### config.mk
export PLATFORM = sky130hd
export DESIGN_NAME = ws_psum_collector
export DESIGN_NICKNAME = d
export VERILOG_FILES = /design/src/rtl/ws_psum_collector_pkg.sv /design/src/rtl/ws_row_fifo.sv /design/src/rtl/ws_psum_collector.sv
export SDC_FILE = /design/constraint.sdc
export NUM_CORES = 1
export LEC_CHECK = 0
export CORE_MARGIN = 10
export CORE_UTILIZATION = 30
export DETAILED_ROUTE_END_ITERATION = 10
export PLACE_DENSITY_LB_ADDON = 0.15
export SETUP_SLACK_MARGIN = 0.05
export SYNTH_ARGS = -nofsm -noshare
export SYNTH_HDL_FRONTEND = slang
export SYNTH_SLANG_ARGS = --single-unit
export TNS_END_PERCENT = 50
### constraint.sdc
create_clock -name clk -period 14.76 [get_ports clk]
set_clock_uncertainty 0.2 [all_clocks]
set_input_delay 2.214 -clock clk [delete_from_list [all_inputs] [get_ports clk]]
set_output_delay 2.214 -clock clk [all_outputs]
set_load 0.02 [all_outputs]
### src/rtl/ws_psum_collector_pkg.sv
// Shared systolic-array definitions: default geometry and the psum row type.
package ws_psum_collector_pkg;

    localparam int DEF_COLS       = 8;
    localparam int DEF_ROWS       = 8;
    localparam int DEF_PSUM_WIDTH = 19;   // 8b x 8b product plus 3 accumulation bits
    localparam int DEF_FIFO_DEPTH = 4;

    // One signed partial sum and one full row of them (column c in element c).
    typedef logic signed [DEF_PSUM_WIDTH-1:0] psum_t;
    typedef psum_t [DEF_COLS-1:0]              psum_row_t;

endpackage

### src/rtl/ws_row_fifo.sv
// Synchronous row FIFO with a registered head: out_data_o/out_last_o always show
// the oldest entry, and hold their last value once the FIFO drains.
module ws_row_fifo #(
    parameter int WIDTH = 152,
    parameter int DEPTH = 4
) (
    input  logic             clk,
    input  logic             nrst,
    input  logic             clr_i,
    input  logic             push_valid_i,
    output logic             push_ready_o,
    input  logic [WIDTH-1:0] push_data_i,
    input  logic             push_last_i,
    input  logic             pop_ready_i,
    output logic [WIDTH-1:0] out_data_o,
    output logic             out_last_o,
    output logic             full_o,
    output logic             empty_o
);

    localparam int          AW      = $clog2(DEPTH);
    localparam logic [AW:0] DEPTH_C = (AW + 1)'(DEPTH);

    // Each entry stores {last, data}.
    logic [WIDTH:0]  mem_q [DEPTH];
    logic [AW-1:0]   wr_ptr_q, wr_ptr_d;
    logic [AW-1:0]   rd_ptr_q, rd_ptr_d;
    logic [AW:0]     count_q, count_d;
    logic [AW:0]     remain;
    logic [WIDTH:0]  head_q, head_d;
    logic            pop;
    logic            push;

    assign empty_o      = (count_q == '0);
    assign full_o       = (count_q == DEPTH_C);
    // Flush wins over both ports; a full FIFO still accepts when the head leaves.
    assign pop          = !empty_o && pop_ready_i && !clr_i;
    assign push_ready_o = !clr_i && (!full_o || pop);
    assign push         = push_valid_i && push_ready_o;
    assign out_data_o   = head_q[WIDTH-1:0];
    assign out_last_o   = head_q[WIDTH];

    // Next pointers, occupancy and head; a push into an otherwise empty FIFO bypasses to the head.
    always_comb begin
        wr_ptr_d = wr_ptr_q;
        rd_ptr_d = rd_ptr_q;
        count_d  = count_q;
        head_d   = head_q;
        remain   = count_q - (AW + 1)'(pop);
        if (clr_i) begin
            wr_ptr_d = '0;
            rd_ptr_d = '0;
            count_d  = '0;
            head_d   = '0;
        end else begin
            if (push) begin
                wr_ptr_d = wr_ptr_q + AW'(1);
            end
            if (pop) begin
                rd_ptr_d = rd_ptr_q + AW'(1);
            end
            count_d = remain + (AW + 1)'(push);
            if (count_d != '0) begin
                head_d = (remain == '0) ? {push_last_i, push_data_i} : mem_q[rd_ptr_d];
            end
        end
    end

    // Control state registers.
    always_ff @(posedge clk or negedge nrst) begin
        if (!nrst) begin
            wr_ptr_q <= '0;
            rd_ptr_q <= '0;
            count_q  <= '0;
            head_q   <= '0;
        end else begin
            wr_ptr_q <= wr_ptr_d;
            rd_ptr_q <= rd_ptr_d;
            count_q  <= count_d;
            head_q   <= head_d;
        end
    end

    // Row storage; contents are only ever read after being written.
    always_ff @(posedge clk) begin
        if (push) begin
            mem_q[wr_ptr_q] <= {push_last_i, push_data_i};
        end
    end

endmodule

### src/rtl/ws_psum_collector.sv
// Collects skewed bottom-row psums from a weight-stationary array, deskews them
// into whole rows, tags the last row of each tile and queues rows for the consumer.
module ws_psum_collector
    import ws_psum_collector_pkg::*;
#(
    parameter int COLS       = DEF_COLS,
    parameter int ROWS       = DEF_ROWS,
    parameter int PSUM_WIDTH = DEF_PSUM_WIDTH,
    parameter int FIFO_DEPTH = DEF_FIFO_DEPTH
) (
    input  logic                       clk,
    input  logic                       nrst,
    input  logic                       clr_i,
    input  logic [COLS*PSUM_WIDTH-1:0] psum_i,
    input  logic [COLS-1:0]            psum_valid_i,
    output logic [COLS*PSUM_WIDTH-1:0] out_data_o,
    output logic                       out_valid_o,
    input  logic                       out_ready_i,
    output logic                       out_last_o,
    output logic                       overflow_o,
    output logic                       skew_err_o
);

    localparam int CNT_W = (ROWS > 1) ? $clog2(ROWS) : 1;

    logic [COLS*PSUM_WIDTH-1:0] aligned_data;
    logic [COLS-1:0]            aligned_valid;
    logic                       all_valid;
    logic                       any_valid;
    logic                       row_pop;
    logic                       row_accept;
    logic                       row_last;
    logic                       fifo_push_ready;
    logic                       fifo_full;
    logic                       fifo_empty;
    logic [CNT_W-1:0]           row_cnt_q, row_cnt_d;
    logic                       overflow_q, overflow_d;
    logic                       skew_err_q, skew_err_d;

    // Column c arrives c cycles after column 0, so it waits COLS-1-c cycles to line up.
    for (genvar gi = 0; gi < COLS; gi++) begin : g_col
        localparam int DLY = COLS - 1 - gi;
        if (DLY == 0) begin : g_direct
            assign aligned_data[gi*PSUM_WIDTH +: PSUM_WIDTH] = psum_i[gi*PSUM_WIDTH +: PSUM_WIDTH];
            assign aligned_valid[gi]                         = psum_valid_i[gi];
        end else begin : g_delay
            logic [PSUM_WIDTH-1:0] data_q [DLY];
            logic [DLY-1:0]        valid_q;

            // Shift data and valid together; flush and reset clear the whole line.
            always_ff @(posedge clk or negedge nrst) begin
                if (!nrst) begin
                    for (int i = 0; i < DLY; i++) begin
                        data_q[i] <= '0;
                    end
                    valid_q <= '0;
                end else if (clr_i) begin
                    for (int i = 0; i < DLY; i++) begin
                        data_q[i] <= '0;
                    end
                    valid_q <= '0;
                end else begin
                    data_q[0]  <= psum_i[gi*PSUM_WIDTH +: PSUM_WIDTH];
                    valid_q[0] <= psum_valid_i[gi];
                    for (int i = 1; i < DLY; i++) begin
                        data_q[i]  <= data_q[i-1];
                        valid_q[i] <= valid_q[i-1];
                    end
                end
            end

            assign aligned_data[gi*PSUM_WIDTH +: PSUM_WIDTH] = data_q[DLY-1];
            assign aligned_valid[gi]                         = valid_q[DLY-1];
        end
    end

    assign all_valid  = &aligned_valid;
    assign any_valid  = |aligned_valid;
    assign row_pop    = out_valid_o && out_ready_i;
    assign row_accept = all_valid && fifo_push_ready;
    assign row_last   = (row_cnt_q == CNT_W'(ROWS - 1));

    ws_row_fifo #(
        .WIDTH (COLS * PSUM_WIDTH),
        .DEPTH (FIFO_DEPTH)
    ) u_fifo (
        .clk          (clk),
        .nrst         (nrst),
        .clr_i        (clr_i),
        .push_valid_i (all_valid),
        .push_ready_o (fifo_push_ready),
        .push_data_i  (aligned_data),
        .push_last_i  (row_last),
        .pop_ready_i  (out_ready_i),
        .out_data_o   (out_data_o),
        .out_last_o   (out_last_o),
        .full_o       (fifo_full),
        .empty_o      (fifo_empty)
    );

    assign out_valid_o = !fifo_empty;

    // Row position within the tile and the sticky error flags; only accepted rows advance the count.
    always_comb begin
        row_cnt_d  = row_cnt_q;
        overflow_d = overflow_q;
        skew_err_d = skew_err_q;
        if (clr_i) begin
            row_cnt_d  = '0;
            overflow_d = 1'b0;
            skew_err_d = 1'b0;
        end else begin
            if (row_accept) begin
                row_cnt_d = row_last ? '0 : row_cnt_q + CNT_W'(1);
            end
            if (all_valid && fifo_full && !row_pop) begin
                overflow_d = 1'b1;
            end
            if (any_valid && !all_valid) begin
                skew_err_d = 1'b1;
            end
        end
    end

    // Counter and flag registers.
    always_ff @(posedge clk or negedge nrst) begin
        if (!nrst) begin
            row_cnt_q  <= '0;
            overflow_q <= 1'b0;
            skew_err_q <= 1'b0;
        end else begin
            row_cnt_q  <= row_cnt_d;
            overflow_q <= overflow_d;
            skew_err_q <= skew_err_d;
        end
    end

    assign overflow_o = overflow_q;
    assign skew_err_o = skew_err_q;

endmodule
Word-level counts from Yosys, hierarchy flattened
Memories as Yosys holds them, arrays and structs flattened.
Cells that the tools add are included.
Widths: inputs -> output; s select.
{"block": "classes", "n_eq_ne": 2, "n_reduce_logical": 22, "mux": 32, "add_sub_neg": 5}
{"operator": "$mux 153", "n": 3}
{"operator": "$mux 133", "n": 1}
{"operator": "$mux 114", "n": 1}
{"operator": "$mux 95", "n": 1}
{"operator": "$mux 76", "n": 1}
{"operator": "$mux 57", "n": 1}
{"operator": "$mux 38", "n": 1}
{"operator": "$mux 19", "n": 1}
{"operator": "$mux 3", "n": 5}
{"operator": "$mux 2", "n": 6}
{"operator": "$reduce_and 8->1", "n": 1}
{"operator": "$reduce_bool 2->1", "n": 4}
{"operator": "$reduce_or 8->1", "n": 1}
{"operator": "$logic_and 1x1->1", "n": 7}
{"operator": "$mux 1", "n": 7}
{"operator": "$mux 7", "n": 1}
{"operator": "$eq 3x3->1 const B", "n": 2}
{"operator": "$logic_not 3->1", "n": 2}
{"operator": "$mux 6", "n": 1}
{"operator": "$logic_not 1->1", "n": 5}
{"operator": "$mux 5", "n": 1}
{"operator": "$add 2x1->2 const B", "n": 2}
{"operator": "$mux 4", "n": 1}
{"operator": "$add 3x1->3", "n": 1}
{"operator": "other kinds (4)", "n": 4}
{"block": "totals", "output_inout_bits": 156, "reg_bits": 725, "ramBits": 612, "input_bits": 164, "memories": 1, "elab_cells": 104}
{"name": "u_fifo.mem_q", "depth": 4, "word_bits": 153, "read_ports": 1, "rd_clocked_by_memory_dff": 0, "wr": 1, "line_no": "ws_row_fifo.sv:25", "source": "logic [WIDTH:0] mem_q [DEPTH];"}

Logic depth before layout (Yosys ltp)
{"block": "logic_depth", "ltp_word": 11, "mapped_depth": 16, "depth_no_buf": 12}

Cells and area by module
A second synthesis with hierarchy kept.
{"block": "unflattened", "hier_cells": 4587, "area_unflattened_um2": 59439.5}
{"module": "ws_row_fifo", "n_inst": 1, "cells_per_inst": 3377, "area_each_um2": 41093.2}
{"module": "ws_psum_collector", "n_inst": 1, "cells_per_inst": 1210, "area_each_um2": 18346.3}

Worst setup path before layout
Ideal clock, no wire load.
{"block": "synth_timing", "kind": "input to register", "start": "in clr_i", "end": "mem u_fifo.mem_q[1][0] (netlist name), enable pin", "cell_stages": 4, "setup_ns": 0.531, "arrival_ns": 6.690, "n_path_buf": 2, "slack_ns": 7.339, "cell_sequence": "buf_2 nor4_1 clkbuf_1 and2_1"}
{"block": "synth_between", "elab_chain_cells": 7}
{"element": "start: declaration", "line_no": "ws_psum_collector.sv:13", "source": "input logic clr_i,"}
{"element": "$logic_not 1->1 *", "line_no": "ws_row_fifo.sv:37, ws_row_fifo.sv:38"}
{"element": "$logic_and 1x1->1", "line_no": "ws_row_fifo.sv:37", "source": "assign pop = !empty_o && pop_ready_i && !clr_i;"}
{"element": "$logic_or 1x1->1", "line_no": "ws_row_fifo.sv:38", "source": "assign push_ready_o = !clr_i && (!full_o || pop);"}
{"element": "$logic_and 1x1->1 *", "line_no": "ws_row_fifo.sv:38"}
{"element": "$logic_and 1x1->1 *", "line_no": "ws_row_fifo.sv:39", "source": "assign push = push_valid_i && push_ready_o;"}
{"element": "$mux 1 *", "line_no": "ws_row_fifo.sv:86", "source": "if (push) begin"}
{"element": "$mux 1 (not written as such) *", "line_no": "ws_row_fifo.sv:87", "source": "mem_q[wr_ptr_q] <= {push_last_i, push_data_i};"}
{"element": "end: declaration", "line_no": "ws_row_fifo.sv:25"}
Every way passes the cells marked *; elsewhere a longest branch is shown, timed or not.

Final worst setup path
{"block": "layout_timing", "start": "in out_ready_i", "end": "reg u_fifo.head_q[49]"}
{"block": "layout_between", "elab_chain_cells": 8, "elab_cells_between_ends": 16, "classes_between": "add/sub (2); mux (5); reduce/logical (8); memory (1)"}
{"element": "start: declaration", "line_no": "ws_psum_collector.sv:18", "source": "input logic out_ready_i,"}
{"element": "$logic_and 1x1->1 * (2 in a row)", "line_no": "ws_row_fifo.sv:37"}
{"element": "parallel branches: the longest is 6 deep, another holds $sub 3x1->3"}
{"element": "end signal: assignment", "line_no": "ws_row_fifo.sv:75", "source": "head_q <= '0;"}
{"element": "end signal: assignment", "line_no": "ws_row_fifo.sv:80", "source": "head_q <= head_d;"}
{"element": "end: declaration", "line_no": "ws_row_fifo.sv:30", "source": "logic [WIDTH:0] head_q, head_d;"}
Mark *: on every way between the ends. The select of a mux whose other input is x is not followed.
A chain may end at the register's enable or synchronous reset.

==> results.py <==
metrics = {
    "layout": {
        "ff_latch_area_sq_um": 36500,
        "design_area_sq_um": 66500,
        "drive_above_1_share": 0.106,
        "synthToLayoutAreaGrowth_pct": 18.7,
        "layout_common_cells": "dfrtp_1, edfxtp_1, nor2b_1",
        "num-fill-cells": 17800,
        "layout_commonest_cell": "dfrtp_1",
        "multi_input_area_sq_um": 17800,
        "nets": 4518,
    },
    "critical_path": {
        "timing_worst_setup_path_type": "in2reg",
        "rr_worst_depth": 14,
        "critPathMaxStageDelay_ns": 0.80,
        "crit_path_start_kind": "primary input",
        "path_common_cell": "ha_1",
        "critPathMaxFanout": 55,
        "cp.required_ns": 15.23,
        "r2r_setup_slack_ns": 9.00,
        "reg2reg_from": "u_fifo.count_q[2]",
        "crit_path_top_delay_cell": "buf_4",
        "crit_chain": "clkdlybuf4s50_1 -> nor2b_4 -> nand2_4 -> inv_8 -> ha_1 -> inv_1 -> ha_1 -> ha_1 -> xnor3_1 -> a221oi_4 -> buf_4 -> buf_4 -> o311ai_0 -> o32ai_1",
        "endpoint_kind": "register",
        "crit_arrival_ns": 7.09,
        "rr_endpoint": "u_fifo.head_q[49]",
    },
    "clock_tree": {
        "cts_tree": "yes",
        "cts_resized": 0,
        "cts_setup_buffers": 0,
        "clock_path_buffers": 3,
        "clk_latency_ns": 0.80,
        "clock-root-buffer": "clkbuf_16",
        "cts_buffers": 158,
        "h-tree-depth": 4,
        "path_clk_slew_ns": 0.06,
        "cts.sinks": 1337,
        "cts_hold_buf": 0,
    },
    "routing": {
        "totalWireLength_mm": 184,
        "routed_via_density": 5.46,
        "drtIter0Drc": 2953,
        "postRouteAntennaNets": 0,
        "vias": 38000,
        "routedWlPerCell_um": 26.5,
        "drt_pass1_iterations": 5,
        "drc": 0,
    },
    "worst_hold_path": {
        "hold_class": "reg2reg",
        "hold_path_depth": 1,
        "worstHoldStart": "g_col[0].g_delay.valid_q[3]",
        "hold_path_end": "g_col[0].g_delay.valid_q[4]",
    },
    "logic_synthesis": {
        "yosysWarnings": 0,
        "ys_types": 42,
        "ys_seq_area_frac": 0.652,
        "synth_ff_type": "dfrtp_1",
        "avgSynthCellArea_sq_um": 13.2,
        "netlist_top_cells_area": "edfxtp_1, dfrtp_1, nor2b_1, clkbuf_1, mux2i_1",
        "synth_enable_flop_cells": 612,
        "synthArstFlopShare": 0.542,
        "synth_area_sq_um": 56000,
        "synth_fp_nets": 4424,
        "ys_seq_elements": 1337,
        "yosysTopAreaCell": "edfxtp_1",
        "syn_inst": 4250,
        "yosys.area.top_type_share": 0.328,
    },
    "grt": {
        "antenna_found_initial": 9,
        "globalRoute.totalOverflow": 0,
        "grtUsageTotal": 0.174,
        "grt_first_pass_wirelength_mm": 272,
        "grt_pass1_vias": 40300,
        "grt_max_degree": 193,
    },
    "sta": {
        "finalHoldViolCount": 0,
        "final.setup.tns_ns": 0,
        "slew_headroom": 0.209,
        "holdWs_ns": 0.243,
        "fmax_mhz": 151,
        "worst_pin_slew_ns": 1.19,
        "rsz0062_at_grt": "false",
        "final_max_slew_viol_count": 0,
        "period_minus_slack_ns": 6.62,
        "finalCritPeriodShare": 0.448,
        "final-setup-viol-count": 0,
    },
    "power": {
        "clkPwrFrac": 0.480,
        "pwr-share-comb": 0.028,
        "p_sw_w": 0.00176,
        "internal_power_w": 0.00626,
        "ir_drop_mv": 0.105,
        "power_switching_share": 0.220,
        "power_density_nw_per_um2": 121,
        "p_seq_frac": 0.492,
        "p_leak_nw": 24.0,
        "total_power_w": 0.00802,
    },
    "placement": {
        "portBuffers": 319,
        "gp_congestion": 0.752,
        "dp_hpwl_mm": 90.9,
        "postPlaceCellArea_sq_um": 61300,
    },
    "floorplanning": {
        "die_y_um": 452,
        "die-width_um": 452,
        "num_rows": 158,
        "start_util": 0.302,
        "io-pin-count": 320,
        "dieArea_sq_um": 204000,
        "core_sq_um": 186000,
    },
    "status": {
        "status": "finished, final reports clean",
    },
    "flow_run": {
        "cap_violations": 0,
    },
}
## how the worst max path moves through the flow
stage                      startpoint                 end  slack (ns)  depth (start not counted)
after floorplan                 clr_i  u_fifo.mem_q[1][0]        7.34                          4
after global placement    out_ready_i   u_fifo.head_q[44]        7.39                         14
after detailed placement  out_ready_i    u_fifo.head_q[1]        7.40                         14
after CTS                 out_ready_i    u_fifo.head_q[3]        8.26                         14
after global routing      out_ready_i   u_fifo.head_q[40]        8.00                         14
final                     out_ready_i   u_fifo.head_q[49]        8.14                         14
## synth_stat cells (3+ instances only)
cell,n
dfrtp_1,725
edfxtp_1,612
nor2b_1,563
clkbuf_1,420
nand2b_1,157
nand2_1,156
a21oi_1,154
and3_1,154
nor4b_1,154
a2111oi_0,153
a22oi_1,153
o32ai_1,153
a31o_2,152
mux2i_1,152
or4_1,152
o311ai_0,83
o311ai_1,70
buf_2,15
ha_1,10
buf_4,8
inv_1,8
buf_1,7
nor2_1,7
and2_1,5
mux2_2,3
nor4_1,3
xnor2_1,3
## cells by family (layout without fill, tap and decap cells)
logic type	count (synthesis)	count (layout)	share of synthesized area
buffers and inverters	460	686	0.0317
adder cells (fa/ha/maj)	10	10	0.00223
AND/OR/NAND/NOR	1359	1359	0.155
XOR/XNOR	4	4	0.000871
flip-flops	1337	1337	0.652
AO/OA/AOI/OAI	925	925	0.131
other	0	7	0
multiplexers	155	155	0.0278
## flip-flops by register name, summed over array words and instances (netlist names), 3 cells and up
name                   cells
u_fifo.mem_q             612
g_col.g_delay.data_q     418
g_col.g_delay.valid_q     28
u_fifo.count_q             3
aligned_data             114
u_fifo.head_q            153
row_cnt_q                  3
## power by group through the flow
stage,Combinational (W),Clock (W),Sequential [W]
global placement,0.000233,0,0.00402
finish,0.000226,0.00385,0.00395
detailed placement,0.000233,0,0.00402
floorplan,0.0000930,0,0.00401
CTS,0.000234,0.00397,0.00395
global route,0.000249,0.00412,0.00395
## critical path, delay by kind of cell
kind / cells / cell delay [ns]
simple gates: 2 / 0.49
buf+inv: 5 / 2.30
fa+ha+maj: 3 / 0.63
xor+xnor: 1 / 0.35
compound gates: 3 / 0.97
## metrics by stage
| step | worst slack (ns) | util | std cells |
|---|---|---|---|
| floorplan | 7.34 | - | 4250 |
| global placement | 7.39 | 0.330 | 6664 |
| detailed placement | 7.40 | 0.330 | 6664 |
| global route | 8.00 | 0.358 | 6961 |
| finish | 8.14 | 0.358 | 6963 |
| CTS | 8.26 | 0.358 | 6956 |
## routing by layer
layer  wire length, um  vias up  global-route usage  part of all wire
met4              8240        0              0.0861             0.045
met2             86500     1485               0.281              0.47
met5                 0        -                   0                 0
met1             78800    19600               0.224              0.43
li1                  -    16500                   -                 -
met3             10800      411              0.0323             0.059
## area by class of cell
class	count	share of cell area
flip-flops and latches	1337	0.549
diodes	7	0.000263
clock inverters	58	0.00864
clock buffers	234	0.0685
well taps	2480	0.0467
multi-input cells	2453	0.268
repair buffers	384	0.0578
inverters	10	0.000866
Power figures use the tool's default switching activity.
